**config.mk**
```make
export PLATFORM = sky130hd
export DESIGN_NAME = muldiv_hilo_ctrl
export DESIGN_NICKNAME = d
export VERILOG_FILES = /design/src/rtl/muldiv_hilo_ctrl.sv
export SDC_FILE = /design/constraint.sdc
export NUM_CORES = 1
export LEC_CHECK = 0
export ABC_AREA = 1
export CAP_MARGIN = 20
export CORE_UTILIZATION = 50
export DETAILED_ROUTE_END_ITERATION = 16
export DONT_BUFFER_PORTS = 1
export PLACE_DENSITY = 0.77
export SLEW_MARGIN = 25
export SYNTH_ARGS = -nofsm -noshare
export SYNTH_HDL_FRONTEND = slang
export SYNTH_SLANG_ARGS = --single-unit
```
**constraint.sdc**
```tcl
create_clock -name clk -period 8.05 [get_ports clk]
set_input_delay 1.61 -clock clk [delete_from_list [all_inputs] [get_ports clk]]
set_output_delay 1.61 -clock clk [all_outputs]
set_load 0.005 [all_outputs]
```
**src/rtl/muldiv_hilo_ctrl.sv**
```systemverilog
// Sequencer between EX and the iterative multiply/divide units; owns architectural HI/LO.
// Optional WAIT watchdog enabled by defining MULDIV_TIMEOUT_EN.
module muldiv_hilo_ctrl #(
  parameter int unsigned WIDTH   = 32,
  parameter int unsigned TIMEOUT = 40
) (
  input  logic             clk,
  input  logic             rst,
  input  logic             clk_en,
  input  logic             op_valid,
  input  logic [2:0]       op_code,
  input  logic [WIDTH-1:0] rs_val,
  input  logic [WIDTH-1:0] rt_val,
  input  logic             hilo_read,
  output logic             op_ready,
  output logic             stall,
  output logic             unit_start,
  output logic             unit_sel,
  output logic             unit_signed,
  output logic [WIDTH-1:0] unit_opa,
  output logic [WIDTH-1:0] unit_opb,
  input  logic             unit_done,
  input  logic [WIDTH-1:0] unit_hi,
  input  logic [WIDTH-1:0] unit_lo,
  output logic [WIDTH-1:0] hi,
  output logic [WIDTH-1:0] lo,
  output logic             timeout_err
);

  typedef enum logic [1:0] {StIdle, StLaunch, StWait, StCommit} state_e;

  state_e           state_q, state_d;
  logic [WIDTH-1:0] hi_q, hi_d, lo_q, lo_d;
  logic [WIDTH-1:0] hold_hi_q, hold_hi_d, hold_lo_q, hold_lo_d;
  logic [WIDTH-1:0] opa_q, opa_d, opb_q, opb_d;
  logic             sel_q, sel_d, sgn_q, sgn_d;
`ifdef MULDIV_TIMEOUT_EN
  logic [7:0]       cnt_q, cnt_d;
  logic             err_q, err_d;
`else
  logic             unused_cfg;
  assign unused_cfg = ^TIMEOUT;
`endif

  always_comb begin
    state_d   = state_q;
    hi_d      = hi_q;
    lo_d      = lo_q;
    hold_hi_d = hold_hi_q;
    hold_lo_d = hold_lo_q;
    opa_d     = opa_q;
    opb_d     = opb_q;
    sel_d     = sel_q;
    sgn_d     = sgn_q;
`ifdef MULDIV_TIMEOUT_EN
    cnt_d     = cnt_q;
    err_d     = err_q;
`endif
    unique case (state_q)
      StIdle: begin
        if (op_valid) begin
          if (op_code == 3'd4) begin
            hi_d = rs_val;
          end else if (op_code == 3'd5) begin
            lo_d = rs_val;
          end else if (!op_code[2]) begin
            opa_d = rs_val;
            opb_d = rt_val;
            sel_d = op_code[1];
            sgn_d = ~op_code[0];
            // Divide by zero bypasses the unit with a fixed architectural result.
            if (op_code[1] && (rt_val == '0)) begin
              hold_hi_d = rs_val;
              hold_lo_d = '1;
              state_d   = StCommit;
            end else begin
              state_d   = StLaunch;
            end
          end
        end
      end
      StLaunch: begin
        state_d = StWait;
`ifdef MULDIV_TIMEOUT_EN
        cnt_d   = '0;
`endif
      end
      StWait: begin
        if (unit_done) begin
          hold_hi_d = unit_hi;
          hold_lo_d = unit_lo;
          state_d   = StCommit;
        end
`ifdef MULDIV_TIMEOUT_EN
        else begin
          cnt_d = cnt_q + 8'd1;
          if (cnt_d == 8'(TIMEOUT)) begin
            err_d     = 1'b1;
            hold_hi_d = '0;
            hold_lo_d = '0;
            state_d   = StCommit;
          end
        end
`endif
      end
      StCommit: begin
        hi_d    = hold_hi_q;
        lo_d    = hold_lo_q;
        state_d = StIdle;
      end
      default: state_d = StIdle;
    endcase
  end

  always_ff @(posedge clk or posedge rst) begin
    if (rst) begin
      state_q   <= StIdle;
      hi_q      <= '0;
      lo_q      <= '0;
      hold_hi_q <= '0;
      hold_lo_q <= '0;
      opa_q     <= '0;
      opb_q     <= '0;
      sel_q     <= 1'b0;
      sgn_q     <= 1'b0;
`ifdef MULDIV_TIMEOUT_EN
      cnt_q     <= '0;
      err_q     <= 1'b0;
`endif
    end else if (clk_en) begin
      state_q   <= state_d;
      hi_q      <= hi_d;
      lo_q      <= lo_d;
      hold_hi_q <= hold_hi_d;
      hold_lo_q <= hold_lo_d;
      opa_q     <= opa_d;
      opb_q     <= opb_d;
      sel_q     <= sel_d;
      sgn_q     <= sgn_d;
`ifdef MULDIV_TIMEOUT_EN
      cnt_q     <= cnt_d;
      err_q     <= err_d;
`endif
    end
  end

  assign op_ready    = (state_q == StIdle);
  assign stall       = (op_valid & ~op_ready) | (hilo_read & (state_q != StIdle));
  assign unit_start  = (state_q == StLaunch);
  assign unit_sel    = sel_q;
  assign unit_signed = sgn_q;
  assign unit_opa    = opa_q;
  assign unit_opb    = opb_q;
  assign hi          = hi_q;
  assign lo          = lo_q;
`ifdef MULDIV_TIMEOUT_EN
  assign timeout_err = err_q;
`else
  assign timeout_err = 1'b0;
`endif

endmodule

```
# Word-level counts from Yosys, hierarchy flattened
# Index checks and enable logic that the tools add are counted.
[word_totals] regBits=196 inputBits=137 out_inout_bits=134 wordCells=69
[op_classes] n_eq_ne=13 muxes=28 bitwise=8 reduce_logical=11
[ops] op="$mux 32" n=17
[ops] op="$pmux 32 s2" n=4
[ops] op="$logic_not 32->1" n=1
[ops] op="$mux 2" n=6
[ops] op="$reduce_and 6->1" n=2
[ops] op="$ne 2x2->1 const B" n=5
[ops] op="$pmux 2 s4" n=1
[ops] op="$reduce_and 8->1" n=1
[ops] op="$eq 3x3->1 const B" n=2
[ops] op="$ne 2x1->1 const B" n=3
[ops] op="$reduce_bool 2->1" n=3
[ops] op="$not 1->1" n=5
[ops] op="$reduce_and 5->1" n=1
[ops] op="$eq 2x2->1 const B" n=2
[ops] op="$reduce_and 4->1" n=1
[ops] op="$and 1x1->1" n=2
[ops] op="$eq 2x1->1 const B" n=1
[ops] op="$logic_not 2->1" n=1
[ops] op="$logic_and 1x1->1" n=1
[ops] op="$or 1x1->1" n=1

# Logic depth before layout (Yosys ltp)
# Gate-level depths: netlist of the first run.
[depth] ltp_word=8 mapped_depth=13 depth_no_buf=11

# Worst setup path after synthesis of the first run
# Ideal clock, no wire load.
[synth_path] kind="input-to-output" from="input op_valid" to="output stall" arrival_time_ns=1.738 t_required_ns=6.440 slack_ns=4.702 stages=2 n_path_buf=0 cell_sequence="nor2_1 -> nor2_1"
[synth_via] elab_chain_len=2
[synth_lines] item="start, declared" line="10" rtl="input logic op_valid,"
[synth_lines] item="$and 1x1->1" line="148" rtl="assign stall = (op_valid & ~op_ready) | (hilo_read & (state_q != StIdle));"
[synth_lines] item="$or 1x1->1" line="148"
[synth_lines] item="end, declared" line="16" rtl="output logic stall,"
# No other way between the ends.

# Final worst setup path of the first run
[layout_path] from="input rt_val[6]" to="register hold_hi_q[22]"
[layout_via] elab_chain_len=4
[layout_lines] item="start, declared" line="13" rtl="input logic [WIDTH-1:0] rt_val,"
[layout_lines] item="$logic_not 32->1" line="72" rtl="if (op_code[1] && (rt_val == '0)) begin"
[layout_lines] item="$logic_and 1x1->1" line="72"
[layout_lines] item="$ne 2x1->1 (no line)"
[layout_lines] item="$reduce_and 8->1 (no line)"
[layout_lines] item="end signal, assigned" line="134" rtl="hold_hi_q <= hold_hi_d;"
[layout_lines] item="end, declared" line="34" rtl="logic [WIDTH-1:0] hold_hi_q, hold_hi_d, hold_lo_q, hold_lo_d;"
# No other way between the ends.
# A chain may end at the register's enable or synchronous reset.

==> results of run 1 <==
cell usage after synthesis (2+ instances only):
cell and instances:
nand2_1 347, dfrtp_1 196, inv_1 89, nor2_1 83
o21ai_0 82, a31oi_1 64, nand3_1 43, nand3_2 28
buf_2 26, clkbuf_1 25, mux2_2 16, buf_4 8
buf_6 4, ha_1 4, buf_12 3, a21oi_1 2
nand2_2 2, nand4_1 2
metal layers:
layer	share of wire, %	vias to the layer above	global-route usage (%)
li1	-	3214	-
met1	42	3214	32.41
met2	47	275	39.97
met3	9.0	28	7.557
met4	2.4	0	9.301
met5	0	-	0
sequential cells by signal, indices dropped and copies added, names as in the netlist:
signal and flops:
lo 32, unit_opb 32, unit_opa 32, hold_hi_q 32, hold_lo_q 32, state_q 2
unit_sel 1, unit_signed 1, hi 32
kinds of logic (layout without fill, tap and decap cells):
kind of cell / count (synthesis) / after routing / synth area share [%]
other: 1 / 1 / 0.04217
flip-flops: 196 / 196 / 55.15
AND/OR/NAND/NOR: 507 / 507 / 24.18
buffers and inverters: 157 / 130 / 8.343
adder cells (fa/ha/maj): 4 / 4 / 0.5628
AO/OA/AOI/OAI: 152 / 152 / 9.693
multiplexers: 16 / 16 / 2.026
power by group:
group,internal (mW),switching (mW),total (mW),leakage [nW]
logic,0.424,0.867,1.29,1.95
registers,1.48,0.376,1.85,2.35
clock network,0.496,0.386,0.882,0.296
path summary, 6_finish.rpt:
path,startpoint,to,slack (ns),depth (start not counted)
worst max-delay path,rt_val[6],hold_hi_q[22],4.26,11
worst min-delay path,hold_hi_q[6],hold_hi_q[6],0.47,2
worst max register to register,state_q[0],hold_hi_q[22],4.40,8
worst min register to register,hold_hi_q[6],hold_hi_q[6],0.47,2
max in group asynchronous,rst,hold_lo_q[0],5.69,2
min in group asynchronous,rst,unit_opa[23],1.17,1
worst max-delay path, delay by kind of cell:
family	cells	cell delay (ns)
buffers and inverters	2	0.52
AND/OR/NAND/NOR	9	1.92
per-stage QoR:
| step | cells | cell area [um^2] | utilization [%] |
|---|---|---|---|
| after floorplan | 1033 | 8894 | - |
| after global placement | 1199 | 8871 | 51.11 |
| after detailed placement | 1199 | 8871 | 51.11 |
| after CTS | 1231 | 9478 | 54.61 |
| after global routing | 1231 | 9485 | 54.65 |
| final | 1231 | 9485 | 54.65 |
cells in the final DEF, fill, tap and decap left out, types with 2 or more instances in the layout:
cell,Yosys,final
buf_4,8,6
o21ai_0,82,82
buf_6,4,2
inv_1,89,87
nand2_1,347,347
clkbuf_16,0,17
clkbuf_1,25,2
ha_1,4,2
bufinv_16,0,3
nand3_2,28,28
nand3_1,43,42
nand4_1,2,2
inv_2,1,2
dfrtp_1,196,196
clkinv_2,0,2
nor2_1,83,83
inv_8,0,3
clkinv_4,0,3
a21oi_1,2,2
inv_6,0,2
mux2_2,16,16
a31oi_1,64,64
final cells by class:
type / instances / area [um^2] / area share (%)
multi-input cells: 680 / 3279 / 34.57
inverters: 90 / 345.3 / 3.641
well taps: 225 / 281.5 / 2.968
clock buffers: 19 / 432.9 / 4.564
flip-flops and latches: 196 / 4905 / 51.71
clock inverters: 13 / 173.9 / 1.834
repair buffers: 8 / 67.56 / 0.7123
==> reports/metrics.csv, run 1 <==
metric;value;unit
Placer Congestion;0.8014;
antenna cells;0;
Final Max Slew Viols;0;
Worst EP arrival;4.09;ns
Power Total;4.024;mW
outcome;finished, final reports clean;
Pleak;4.591;nW
max cap viols;0;
Sum Neg Setup Slack;0;ns
VDD IR max;180.6;uV
Post-synth EDFFs;0;
Area Overhead vs Synth;6.655;%
Row Count;48;
FMAX;263.7;MHz
period utilization;47.11;%
Slew HR;32.20;%
# H-tree levels;4;
FILL cells;1585;
largest net degree at the start of global routing;120;
syn nets;1174;
share of the synthesized area in the top cell type;55.15;%
core area;0.01736;mm^2
Chip Width;135.4;um
dominant cell type by area after synthesis;dfrtp_1;
CTS tree;done;
Worst-path clk slew;0.07;ns
vias in the first global route;6469;
min-delay worst type;reg2reg;
Boundary Pins;271;
pre-CTS worst setup slack;3.800;ns
Setup CP Type;in2reg;
CTS Buf Count;17;
Clk Latency, worst-skew pair;0.43;ns
Setup crit end kind;register;
drt drc;0;
Slew @ Worst Pin;1.017;ns
Setup Buffers After CTS;0;
Cell Area, Synth;0.008894;mm^2
first-pass GRT wire length;34970;um
Clock Path Buffers;2;
nets@finish;1134;
Cell variety after synth;27;
via count;6731;
Hold-fix buffers, CTS;0;
Final setup viols;0;
Final ANT Viol Nets;0;
most frequent CP cell;nand2_1;
wire length per cell;17.99;um
layout cells sized above 1;9.344;%
final WL;22150;um
Synth Flop Type;dfrtp_1;
clock root buffer;clkbuf_16;
Critical Path RT;8.35;ns
Fin Clk Skew;0.01817;ns
GRT Overall Usage;25.14;%
RSZ-0062 raised after global routing;no;
CP Launch Type;input pin;
final worst slack;4.257;ns
IO Port Bufs;0;
YS warnings;0;
cells after synthesis;1033;
clock sinks;196;
CP peak stage delay;0.70;ns
Final Hold Fails;0;
Post-DP HPWL;14580;um
Die Y;135.4;um
vias per inst;5.468;
CP max-delay cell;nand2_4;
Detailed Route Iter0 Violations;366;
Die Area;0.01833;mm^2
top fanout value on the critical path;65;
average size of a mapped cell;8.609;um^2
register bit total from synthesis;196;
Initial Utilization;51.24;%
initial antenna violation count;0;
synth top area cells;dfrtp_1, nand2_1, o21ai_0;
gr ovfl total;0;
number of iterations in the first detailed-routing pass;5;
share of async-settable or async-resettable flops after synthesis;100.0;%
Power Density;424.3;mW/mm^2
minimum clock period;3.793;ns
post-cts resize count;0;
smallest hold slack;0.4700;ns
crit-path cells;inv_1 -> nand2_1 -> nor2_1 -> nand2_1 -> nor2_1 -> nand3_1 -> nand2_4 -> nand2_2 -> buf_4 -> nand2_1 -> nand2_1;
Seq/Total Area, Yosys;55.15;%
Note: power is estimated with default switching activity, not from simulation.
==> run 2: changes to the inputs <==
--- a/config.mk
+++ b/config.mk
@@ -10,7 +10,7 @@
 export CORE_UTILIZATION = 50
 export DETAILED_ROUTE_END_ITERATION = 16
 export DONT_BUFFER_PORTS = 1
-export PLACE_DENSITY = 0.77
+export PLACE_DENSITY = 0.8
 export SLEW_MARGIN = 25
 export SYNTH_ARGS = -nofsm -noshare
 export SYNTH_HDL_FRONTEND = slang
==> constraint.sdc (replaced) <==
create_clock -name clk -period 3.35 [get_ports clk]
set_input_delay 0.67 -clock clk [delete_from_list [all_inputs] [get_ports clk]]
set_output_delay 0.67 -clock clk [all_outputs]
set_load 0.005 [all_outputs]
==> run 2 against run 1 <==
Effect of this change:
- via count rose by 0.37%
- worst hold slack got worse by 0.44 ns
- setup slack got worse by 3.7 ns
- sequential share of layout area fell by 0.36 points
- clock skew fell by 0.012 ns
- largest power group unchanged
==> reports/metrics.csv, run 2 (synthesized netlist as in run 1, its figures left out) <==
metric;value;unit;change
Pleak;4.620;nW;was 4.591 nW
Final Max Slew Viols;0;;unchanged
FMAX;361.0;MHz;
Critical Path RT;3.70;ns;was 8.35 ns
CP Launch Type;register;;was input pin
Placer Congestion;0.7933;;was 0.8014
IO Port Bufs;0;;unchanged
RSZ-0062 raised after global routing;no;;unchanged
gr ovfl total;0;;unchanged
minimum clock period;2.770;ns;
nets@finish;1141;;was 1134
Slew HR;38.68;%;was 32.20%
CTS Buf Count;17;;unchanged
number of iterations in the first detailed-routing pass;5;;unchanged
GRT met3 Usage;7.407;%;was 7.557%
Final ANT Viol Nets;0;;unchanged
CP bufs+invs;3;;was 2
most frequent CP cell;nand3_1;;was nand2_1
Setup Buffers After CTS;0;;unchanged
Setup CP Type;reg2reg;;was in2reg
vias in the first global route;6497;;was 6469
antenna cells;0;;unchanged
Worst EP arrival;3.12;ns;was 4.09 ns
Boundary Pins;271;;unchanged
busiest grt layer;met2;;unchanged
Final setup viols;0;;unchanged
CTS tree;done;;unchanged
clock sinks;196;;unchanged
largest net degree at the start of global routing;84;;was 120
Row Count;48;;unchanged
period utilization;82.69;%;
final WL;22120;um;was 22150 um
initial antenna violation count;0;;unchanged
max cap viols;0;;unchanged
core area;0.01736;mm^2;unchanged
VDD IR max;608.5;uV;was 180.6 uV
top fanout value on the critical path;64;;was 65
Die Y;135.4;um;unchanged
top cell family by delay on the critical path;buffers and inverters;;was simple AND/OR/NAND/NOR gates
Hold-fix buffers, CTS;0;;unchanged
GR met1 Demand/Resource;30.53;%;was 32.41%
met2 Use GR;41.88;%;was 39.97%
Clk Latency, worst-skew pair;0.42;ns;was 0.43 ns
Die Area;0.01833;mm^2;unchanged
CP peak stage delay;0.65;ns;was 0.70 ns
post-cts resize count;0;;unchanged
via count;6756;;was 6731
min-delay worst type;in2async;;was reg2reg
Fin Clk Skew;0.005933;ns;was 0.01817 ns
Worst-path clk slew;0.07;ns;about the same
smallest hold slack;0.02567;ns;was 0.4700 ns
outcome;finished, final reports clean;;unchanged
Clock Path Buffers;2;;unchanged
Area Overhead vs Synth;7.400;%;was 6.655%
CP max-delay cell;buf_4;;was nand2_4
# H-tree levels;4;;unchanged
Detailed Route Iter0 Violations;390;;was 366
Power Density;1007;mW/mm^2;was 424.3 mW/mm^2
vias per inst;5.457;;was 5.468
Initial Utilization;51.24;%;unchanged
crit-path cells;inv_1 -> ha_1 -> inv_2 -> nor2_1 -> nand3_1 -> nor2_1 -> nand3_1 -> nand2_4 -> buf_4 -> nand3_1 -> nand2_1;;was inv_1 -> nand2_1 -> nor2_1 -> nand2_1 -> nor2_1 -> nand3_1 -> nand2_4 -> nand2_2 -> buf_4 -> nand2_1 -> nand2_1
clock root buffer;clkbuf_16;;unchanged
Slew @ Worst Pin;0.9198;ns;was 1.017 ns
most frequent cells in the layout;nand2_1, dfrtp_1, inv_1;;unchanged
GRT Overall Usage;24.69;%;was 25.14%
Post-DP HPWL;15100;um;was 14580 um
commonest non-fill, non-tap cell in the layout;nand2_1;;unchanged
wire length per cell;17.86;um;was 17.99 um
drt drc;0;;unchanged
Chip Width;135.4;um;unchanged
Sum Neg Setup Slack;0;ns;unchanged
first-pass GRT wire length;34480;um;was 34970 um
Final Hold Fails;0;;unchanged
layout cells sized above 1;10.17;%;was 9.344%
Setup crit end kind;register;;unchanged
==> run 2: cell count changes in the layout (fill, tap and decap cells not counted), moves of 2 or more <==
| cell | previous run | this run |
|---|---|---|
| buf_12 | 0 | 4 |
| buf_4 | 6 | 11 |
| buf_6 | 2 | 0 |
| bufinv_16 | 3 | 1 |
| clkbuf_1 | 2 | 0 |
| clkinvlp_4 | 1 | 4 |
==> run 2: power breakdown <==
group          switching (mW)  internal, mW  leakage [nW]
logic                    2.08          1.06          1.99
clock network           0.962          1.07         0.281
registers               0.893          3.54          2.35
==> run 2: layer usage <==
layer / up-vias / routed length (um) / share of wire (%)
met5: - / 0 / 0
met4: 0 / 276 / 1.2
met3: 23 / 2046 / 9.3
met2: 294 / 10710 / 48
met1: 3212 / 9087 / 41
li1: 3227 / - / -
==> run 2: cell type report <==
class                   instances  area [um^2]
flip-flops and latches        196         4905
clock inverters                14        142.6
inverters                      90        341.6
multi-input cells             680         3279
well taps                     225        281.5
fillers                      1587         7805
repair buffers                 15        162.7
clock buffers                  18        439.2
==> run 2: path summary, 6_finish.rpt <==
kind                                     from             to  slack, ns  cells past startpoint
worst max register to register     state_q[0]  hold_hi_q[22]       0.58                     11
worst min-delay path                      rst         hi[31]       0.03                      1
worst max-delay path               state_q[0]  hold_hi_q[22]       0.58                     11
min in group clk                   op_code[0]    unit_signed       0.35                      1
max in group asynchronous                 rst         hi[10]       2.57                      2
worst min register to register  hold_hi_q[13]  hold_hi_q[13]       0.47                      2
==> run 2: metrics by stage <==
step | cells | setup WS [ns] | total power [mW] | instance area (um^2) | utilization (%)
after floorplan | 1033 | 0.1476 | 6.834 | 8897 | -
after global placement | 1206 | 0.7288 | 7.499 | 8970 | 51.68
after detailed placement | 1206 | 0.6500 | 7.653 | 8970 | 51.68
after CTS | 1238 | 0.6016 | 9.701 | 9552 | 55.03
after global routing | 1238 | 0.3305 | 10.35 | 9552 | 55.03
final | 1238 | 0.5800 | 9.620 | 9552 | 55.03
